[config.mk]
export PLATFORM = sky130hd
export DESIGN_NAME = sa_wresp_channel_flat
export DESIGN_NICKNAME = d
export VERILOG_FILES = /design/src/rtl/sa_wresp_channel_if.sv /design/src/rtl/sa_wresp_channel.sv /design/src/flat_wrapper.sv
export SDC_FILE = /design/constraint.sdc
export NUM_CORES = 1
export LEC_CHECK = 0
export BUFFER_PORTS_ARGS = -buffer_cell sky130_fd_sc_hd__buf_2
export CORE_ASPECT_RATIO = 1.25
export CORE_UTILIZATION = 48
export CTS_BUF_LIST = sky130_fd_sc_hd__clkbuf_4 sky130_fd_sc_hd__clkbuf_8 sky130_fd_sc_hd__clkbuf_16
export CTS_CLUSTER_SIZE = 12
export DETAILED_ROUTE_END_ITERATION = 8
export PLACE_DENSITY = 0.75
export SLEW_MARGIN = 10
export SYNTH_ARGS = -nofsm -noshare
export SYNTH_HDL_FRONTEND = slang
export SYNTH_SLANG_ARGS = --single-unit
[constraint.sdc]
create_clock -name ACLK_i -period 2.6 [get_ports ACLK_i]
set_clock_uncertainty 0.15 [all_clocks]
set_input_delay 0.26 -clock ACLK_i [delete_from_list [all_inputs] [get_ports ACLK_i]]
set_output_delay 0.26 -clock ACLK_i [all_outputs]
set_load 0.05 [all_outputs]
[src/rtl/sa_wresp_channel_if.sv]
// Write-response channel bundle for one slave port. It carries the AW
// order-tracking strobes, the slave B channel, and the per-master dispatcher
// B channels.
interface sa_wresp_channel_if #(
   parameter int MST_AMT         = 2,
   parameter int TRANS_MST_ID_W  = 5,
   parameter int TRANS_WR_RESP_W = 2,
   parameter int MST_ID_W        = $clog2(MST_AMT)
);
   // AW order tracking
   logic [MST_ID_W-1:0]                sa_AW_mst_id_i;
   logic                               sa_AW_shift_en_i;
   logic                               sa_AW_stall_o;
   // slave-side B channel
   logic [TRANS_MST_ID_W-1:0]          s_BID_i;
   logic [TRANS_WR_RESP_W-1:0]         s_BRESP_i;
   logic                               s_BVALID_i;
   logic                               s_BREADY_o;
   // dispatcher-side B channels, one slice per master
   logic [TRANS_MST_ID_W*MST_AMT-1:0]  dsp_BID_o;
   logic [TRANS_WR_RESP_W*MST_AMT-1:0] dsp_BRESP_o;
   logic [MST_AMT-1:0]                 dsp_BVALID_o;
   logic [MST_AMT-1:0]                 dsp_BREADY_i;
   // protocol error flag
   logic                               unexp_resp_o;

   // The channel block itself
   modport slave (
      input  sa_AW_mst_id_i, sa_AW_shift_en_i, s_BID_i, s_BRESP_i, s_BVALID_i,
             dsp_BREADY_i,
      output sa_AW_stall_o, s_BREADY_o, dsp_BID_o, dsp_BRESP_o, dsp_BVALID_o,
             unexp_resp_o
   );

   // Whatever drives the channel (arbiter, slave, dispatchers)
   modport master (
      output sa_AW_mst_id_i, sa_AW_shift_en_i, s_BID_i, s_BRESP_i, s_BVALID_i,
             dsp_BREADY_i,
      input  sa_AW_stall_o, s_BREADY_o, dsp_BID_o, dsp_BRESP_o, dsp_BVALID_o,
             unexp_resp_o
   );
endinterface

[src/rtl/sa_wresp_channel.sv]
// Slave-port write-response router. It records which master each granted AW
// came from, in order. It then steers each slave B response to that master
// through a one-entry output register.
module sa_wresp_channel #(
   parameter int MST_AMT         = 2,
   parameter int OUTSTANDING_AMT = 8,
   parameter int TRANS_MST_ID_W  = 5,
   parameter int TRANS_WR_RESP_W = 2,
   parameter int MST_ID_W        = $clog2(MST_AMT)
) (
   input  logic                 ACLK_i,
   input  logic                 ARESET_i,
   sa_wresp_channel_if.slave    bus
);
   localparam int PTR_W = $clog2(OUTSTANDING_AMT);
   localparam int CNT_W = PTR_W + 1;

   // Master-order FIFO. It is shallow, so the head is read combinationally.
   logic [MST_ID_W-1:0] ord_mem [OUTSTANDING_AMT];
   logic [PTR_W-1:0]    wr_ptr;
   logic [PTR_W-1:0]    rd_ptr;
   logic [CNT_W-1:0]    count;
   logic                ord_full;
   logic                ord_empty;
   logic [MST_ID_W-1:0] ord_head;

   // Output register
   logic                       out_valid;
   logic [MST_ID_W-1:0]        out_mst;
   logic [TRANS_MST_ID_W-1:0]  out_bid;
   logic [TRANS_WR_RESP_W-1:0] out_bresp;
   logic                       unexp_resp;

   logic s_bready;
   logic take;    // slave handshake: capture response, pop order entry
   logic drain;   // dispatcher accepts the held response
   logic push;

   assign ord_full  = (count == CNT_W'(OUTSTANDING_AMT));
   assign ord_empty = (count == '0);
   assign ord_head  = ord_mem[rd_ptr];

   assign drain    = out_valid & bus.dsp_BREADY_i[out_mst];
   // The slave is accepted only when we know where its response goes and the
   // register is free or emptying this cycle. There is no bypass from push.
   assign s_bready = ~ord_empty & (~out_valid | bus.dsp_BREADY_i[out_mst]);
   assign take     = bus.s_BVALID_i & s_bready;
   // A pop in the same cycle makes room, so a push into a full FIFO is kept.
   assign push     = bus.sa_AW_shift_en_i & (~ord_full | take);

   // Order storage write. It has no reset; the pointers define the contents.
   always_ff @(posedge ACLK_i) begin
      if (push) ord_mem[wr_ptr] <= bus.sa_AW_mst_id_i;
   end

   // FIFO pointers and occupancy. The pointers wrap naturally (power-of-two depth).
   always_ff @(posedge ACLK_i or posedge ARESET_i) begin
      if (ARESET_i) begin
         wr_ptr <= '0;
         rd_ptr <= '0;
         count  <= '0;
      end else begin
         if (push) wr_ptr <= wr_ptr + 1'b1;
         if (take) rd_ptr <= rd_ptr + 1'b1;
         case ({push, take})
            2'b10:   count <= count + 1'b1;
            2'b01:   count <= count - 1'b1;
            default: count <= count;
         endcase
      end
   end

   // Output register: capture has priority and gives back-to-back throughput.
   // Otherwise, a drain empties the register and everything else holds.
   always_ff @(posedge ACLK_i or posedge ARESET_i) begin
      if (ARESET_i) begin
         out_valid <= 1'b0;
         out_mst   <= '0;
         out_bid   <= '0;
         out_bresp <= '0;
      end else if (take) begin
         out_valid <= 1'b1;
         out_mst   <= ord_head;
         out_bid   <= bus.s_BID_i;
         out_bresp <= bus.s_BRESP_i;
      end else if (drain) begin
         out_valid <= 1'b0;
      end
   end

   // Sticky flag: the slave raised BVALID with nothing outstanding.
   always_ff @(posedge ACLK_i or posedge ARESET_i) begin
      if (ARESET_i) begin
         unexp_resp <= 1'b0;
      end else if (bus.s_BVALID_i & ord_empty & ~out_valid) begin
         unexp_resp <= 1'b1;
      end
   end

   // Per-master fan-out of the output register
   logic [MST_AMT-1:0]                 dsp_bvalid;
   logic [TRANS_MST_ID_W*MST_AMT-1:0]  dsp_bid;
   logic [TRANS_WR_RESP_W*MST_AMT-1:0] dsp_bresp;

   genvar gi;
   generate
      for (gi = 0; gi < MST_AMT; gi++) begin : g_dsp
         logic sel;
         assign sel = (out_mst == MST_ID_W'(gi));
         assign dsp_bvalid[gi] = out_valid & sel;
         assign dsp_bid[TRANS_MST_ID_W*(gi+1)-1 -: TRANS_MST_ID_W] =
            sel ? out_bid : '0;
         assign dsp_bresp[TRANS_WR_RESP_W*(gi+1)-1 -: TRANS_WR_RESP_W] =
            sel ? out_bresp : '0;
      end
   endgenerate

   assign bus.dsp_BVALID_o  = dsp_bvalid;
   assign bus.dsp_BID_o     = dsp_bid;
   assign bus.dsp_BRESP_o   = dsp_bresp;
   assign bus.s_BREADY_o    = s_bready;
   assign bus.sa_AW_stall_o = ord_full;
   assign bus.unexp_resp_o  = unexp_resp;

endmodule

[src/flat_wrapper.sv]
// flat-port wrapper written by rule: the top's interface ports become plain ports
module sa_wresp_channel_flat 
#(
   parameter int MST_AMT         = 2,
   parameter int OUTSTANDING_AMT = 8,
   parameter int TRANS_MST_ID_W  = 5,
   parameter int TRANS_WR_RESP_W = 2,
   parameter int MST_ID_W        = $clog2(MST_AMT)
)
  (ACLK_i, ARESET_i, bus_sa_AW_mst_id_i, bus_sa_AW_shift_en_i, bus_s_BID_i, bus_s_BRESP_i, bus_s_BVALID_i, bus_dsp_BREADY_i, bus_sa_AW_stall_o, bus_s_BREADY_o, bus_dsp_BID_o, bus_dsp_BRESP_o, bus_dsp_BVALID_o, bus_unexp_resp_o);
  sa_wresp_channel_if #(.MST_AMT(MST_AMT), .TRANS_MST_ID_W(TRANS_MST_ID_W), .TRANS_WR_RESP_W(TRANS_WR_RESP_W), .MST_ID_W(MST_ID_W)) bus_i ();
  input  logic ACLK_i;
  input  logic ARESET_i;
  input wire logic [$bits(bus_i.sa_AW_mst_id_i)-1:0] bus_sa_AW_mst_id_i;
  input wire logic [$bits(bus_i.sa_AW_shift_en_i)-1:0] bus_sa_AW_shift_en_i;
  input wire logic [$bits(bus_i.s_BID_i)-1:0] bus_s_BID_i;
  input wire logic [$bits(bus_i.s_BRESP_i)-1:0] bus_s_BRESP_i;
  input wire logic [$bits(bus_i.s_BVALID_i)-1:0] bus_s_BVALID_i;
  input wire logic [$bits(bus_i.dsp_BREADY_i)-1:0] bus_dsp_BREADY_i;
  output wire logic [$bits(bus_i.sa_AW_stall_o)-1:0] bus_sa_AW_stall_o;
  output wire logic [$bits(bus_i.s_BREADY_o)-1:0] bus_s_BREADY_o;
  output wire logic [$bits(bus_i.dsp_BID_o)-1:0] bus_dsp_BID_o;
  output wire logic [$bits(bus_i.dsp_BRESP_o)-1:0] bus_dsp_BRESP_o;
  output wire logic [$bits(bus_i.dsp_BVALID_o)-1:0] bus_dsp_BVALID_o;
  output wire logic [$bits(bus_i.unexp_resp_o)-1:0] bus_unexp_resp_o;
  assign bus_i.sa_AW_mst_id_i = bus_sa_AW_mst_id_i;
  assign bus_i.sa_AW_shift_en_i = bus_sa_AW_shift_en_i;
  assign bus_i.s_BID_i = bus_s_BID_i;
  assign bus_i.s_BRESP_i = bus_s_BRESP_i;
  assign bus_i.s_BVALID_i = bus_s_BVALID_i;
  assign bus_i.dsp_BREADY_i = bus_dsp_BREADY_i;
  assign bus_sa_AW_stall_o = bus_i.sa_AW_stall_o;
  assign bus_s_BREADY_o = bus_i.s_BREADY_o;
  assign bus_dsp_BID_o = bus_i.dsp_BID_o;
  assign bus_dsp_BRESP_o = bus_i.dsp_BRESP_o;
  assign bus_dsp_BVALID_o = bus_i.dsp_BVALID_o;
  assign bus_unexp_resp_o = bus_i.unexp_resp_o;
  sa_wresp_channel #(.MST_AMT(MST_AMT), .OUTSTANDING_AMT(OUTSTANDING_AMT), .TRANS_MST_ID_W(TRANS_MST_ID_W), .TRANS_WR_RESP_W(TRANS_WR_RESP_W), .MST_ID_W(MST_ID_W)) u_core (.ACLK_i(ACLK_i), .ARESET_i(ARESET_i), .bus(bus_i));
endmodule
==> flow_summary_export.csv <==
group,metric,value,unit
timing,max_freq,406,MHz
synthesis,synthTopCellsByCount,"dfrtp_1 (20), and2_1 (9), nor2_1 (9)",
global_routing,grt_start_max_net_pins,21,
floorplan,dieArea,3430,um2
routing,remaining_drc_errors,0,
floorplan,die_y,65.2,um
clock_network,tritoncts,"built",
routing,detail-route-antenna-nets,0,
critical_path,crit_slowest_cell,"dfrtp_1",
synthesis,yosysSeqAreaShare,0.482,
synthesis,synth-edff-count,8,
timing,fin_hold_ws,0.0195,ns
floorplan,coreArea,3000,um2
synthesis,ys_top_cells_by_area,"dfrtp_1 (33%), edfxtp_1 (16%), mux2_4 (6.8%), and2_1 (3.7%), ha_1 (3.3%)",
layout,layout-drive-gt1-share,0.355,
layout,final_cells,208,
routing,drtIter0Drc,19,
layout,postLayoutCoreUtil,0.610,
power_and_ir_drop,power.density,1370,nW/um2
critical_path,cp-end-kind,"flip-flop",
floorplan,top_level_ports,33,
timing,slew_viol_final,0,
clock_network,clockBufferDepth,2,
critical_path,start_kind,"flip-flop",
layout,area_delta_synth_final,19.2,%
power_and_ir_drop,irDropWorstVdd,0.000975,V
placed_design,dp_hpwl,2.09,mm
clock_network,clkLatencyLatePin,0.33,ns
flow_run,max_cap_violations,0,
clock_network,cts_root_buf,"clkbuf_4",
timing,max_slew.worst_pin.slew,0.769,ns
synthesis,synth_top_area_cell,"dfrtp_1",
timing,max-slew-margin-rel,0.487,
routing,drt_wl_total,2.76,mm
global_routing,antenna_found_initial,0,
timing,period_minus_slack,2.46,ns
routing,via_count,1103,
routing,wire_per_inst,13.3,um
floorplan,fp-row-count,22,
critical_path,cp_max_fo,3,
critical_path,cp.required,2.70,ns
synthesis,post-synth-top-area-fraction,0.326,
critical_path,crit_chain,"mux2_4 -> o21ai_4 -> or3_4 -> inv_2 -> ha_1 -> a21o_1 -> a21oi_2 -> nand2_1 -> o32a_1 -> o211ai_1",
critical_path,cpPeakStageDelay,0.42,ns
timing,post-route-period-util,0.947,
synthesis,synth_ff_type,"dfrtp_1",
critical_path,critPathKind,"flip-flop to flip-flop",
layout,diodes,0,
clock_network,cts_max_level,1,
power_and_ir_drop,p_total,0.00251,W
clock_network,cts_made_buffers,3,
run_status,status,"completed",
timing,setup_viol,0,
clock_network,clkTransAtPathRegs,0.14,ns
synthesis,ys_types,36,
power_and_ir_drop,leakage,0.829,nW
floorplan,die_w,52.6,um
synthesis,syn_area,1540,um2
synthesis,syn_avg_cell_area,11.7,um2
global_routing,grt_pass1_wl,4.41,mm
synthesis,async_flop_share,0.714,
synthesis,synthCells,131,
synthesis,synth.most_common_cell,"dfrtp_1",
global_routing,gr-usage-all-layers,0.179,
floorplan,start_util,0.512,
synthesis,yosysWarnings,0,
placed_design,portBuffers,32,
timing,hold_viol,0,
placed_design,place_congestion,0.860,
global_routing,grt.overflow.total,0,
clock_network,clkSinkCount,28,
layout,nets,192,
global_routing,grt_pass1_vias,987,
routing,routed_via_density,5.30,
placed_design,dp.cells,197,
min_path,min_path_type,"primary input to flip-flop",
critical_path,arrival,2.56,ns
synthesis,synth_nets,150,
routing,dr.pass1.iters,4,
synthesis,synth.ff_latch_count,28,
[worst paths after layout]
check	startpoint	endpoint	slack (ns)	cells past startpoint
max reg2reg	u_core.g_dsp[1].sel	u_core.count[3]	0.14	10
min reg2reg	u_core.bus.unexp_resp_o	u_core.bus.unexp_resp_o	0.35	1
min	bus_s_BRESP_i[0]	u_core.out_bresp[0]	0.02	2
min in group asynchronous	ARESET_i	u_core.out_bid[2]	0.44	3
max	u_core.g_dsp[1].sel	u_core.count[3]	0.14	10
max in group asynchronous	ARESET_i	u_core.rd_ptr[2]	1.37	3
[per-stage QoR]
stage | setup WS, ns | setup TNS (ns) | area (um2)
after floorplan | 0.108 | 0 | 1540
after global placement | 0.154 | 0 | 1730
after detailed placement | 0.0670 | 0 | 1730
after CTS | 0.0374 | 0 | 1780
after global routing | -0.00683 | -0.00683 | 1830
final | 0.138 | 0 | 1830
[layer usage]
metal | vias to the layer above | global-route usage | part of all wire
li1 | 545 | - | -
met1 | 527 | 0.206 | 0.42
met2 | 27 | 0.312 | 0.53
met3 | 4 | 0.0301 | 0.029
met4 | 0 | 0.0888 | 0.021
met5 | - | 0 | 0
[timing repair]
action                     CTS  global route
hold endpoints to repair    22             3
hold buffers                 3             3
setup buffers                0             1
gates resized for setup      0             4
setup endpoints to repair    0             1
[critical path: cells and delay by family (launching register included)]
| kind | cells | cell delay (ns) |
|---|---|---|
| adders and majority gates | 1 | 0.26 |
| buffers and inverters | 1 | 0.04 |
| DFF | 1 | 0.42 |
| muxes | 1 | 0.33 |
| AOI/OAI and AO/OA | 5 | 0.94 |
| and+or+nand+nor | 2 | 0.25 |
[placed cells by master (no fill, tap or decap), types with 3 or more instances in the layout]
master | synthesis | routed
clkbuf_4 | 0 | 3
dfrtp_1 | 20 | 20
nand2_1 | 6 | 6
mux2_2 | 3 | 3
ha_1 | 4 | 4
a21oi_1 | 6 | 5
buf_2 | 1 | 32
dlygate4sd3_1 | 0 | 6
inv_1 | 7 | 5
mux2_4 | 7 | 7
nand2b_1 | 3 | 3
a21oi_2 | 2 | 3
xnor2_1 | 4 | 4
edfxtp_1 | 8 | 8
nor3_1 | 5 | 5
nor2_1 | 9 | 9
mux2i_1 | 3 | 3
nor2b_1 | 7 | 7
and2_1 | 9 | 9
buf_4 | 0 | 4
[power by group]
part	switching, W	internal [W]	total [W]
Combinational	0.000951	0.000561	0.00151
Sequential	0.000185	0.000630	0.000816
Clock	0.000123	0.0000563	0.000179
[final cells by class]
cell class,instances,area [um2]
clock buffers,3,22.5
clock inverters,1,3.75
fillers,246,1170
inverters,7,26.3
multi-input cells,91,742
flip-flops and latches,28,741
well taps,36,45.0
repair buffers,42,250
[state kept, by name (all words and copies together), names as in the netlist, 2 cells and up]
name / flops
u_core.ord_mem: 8
u_core.out_bid: 5
u_core.count: 4
u_core.rd_ptr: 3
u_core.wr_ptr: 3
u_core.out_bresp: 2
[kinds of logic after synthesis]
| logic type | after synthesis | share of synthesized area |
|---|---|---|
| AND/OR/NAND/NOR | 46 | 0.169 |
| flip-flops | 28 | 0.482 |
| AO/OA/AOI/OAI | 19 | 0.0897 |
| multiplexers | 15 | 0.139 |
| buffers and inverters | 12 | 0.0399 |
| XOR/XNOR | 6 | 0.0342 |
| adder cells (fa/ha/maj) | 5 | 0.0456 |
No activity file was read; power rests on OpenSTA's default activity.
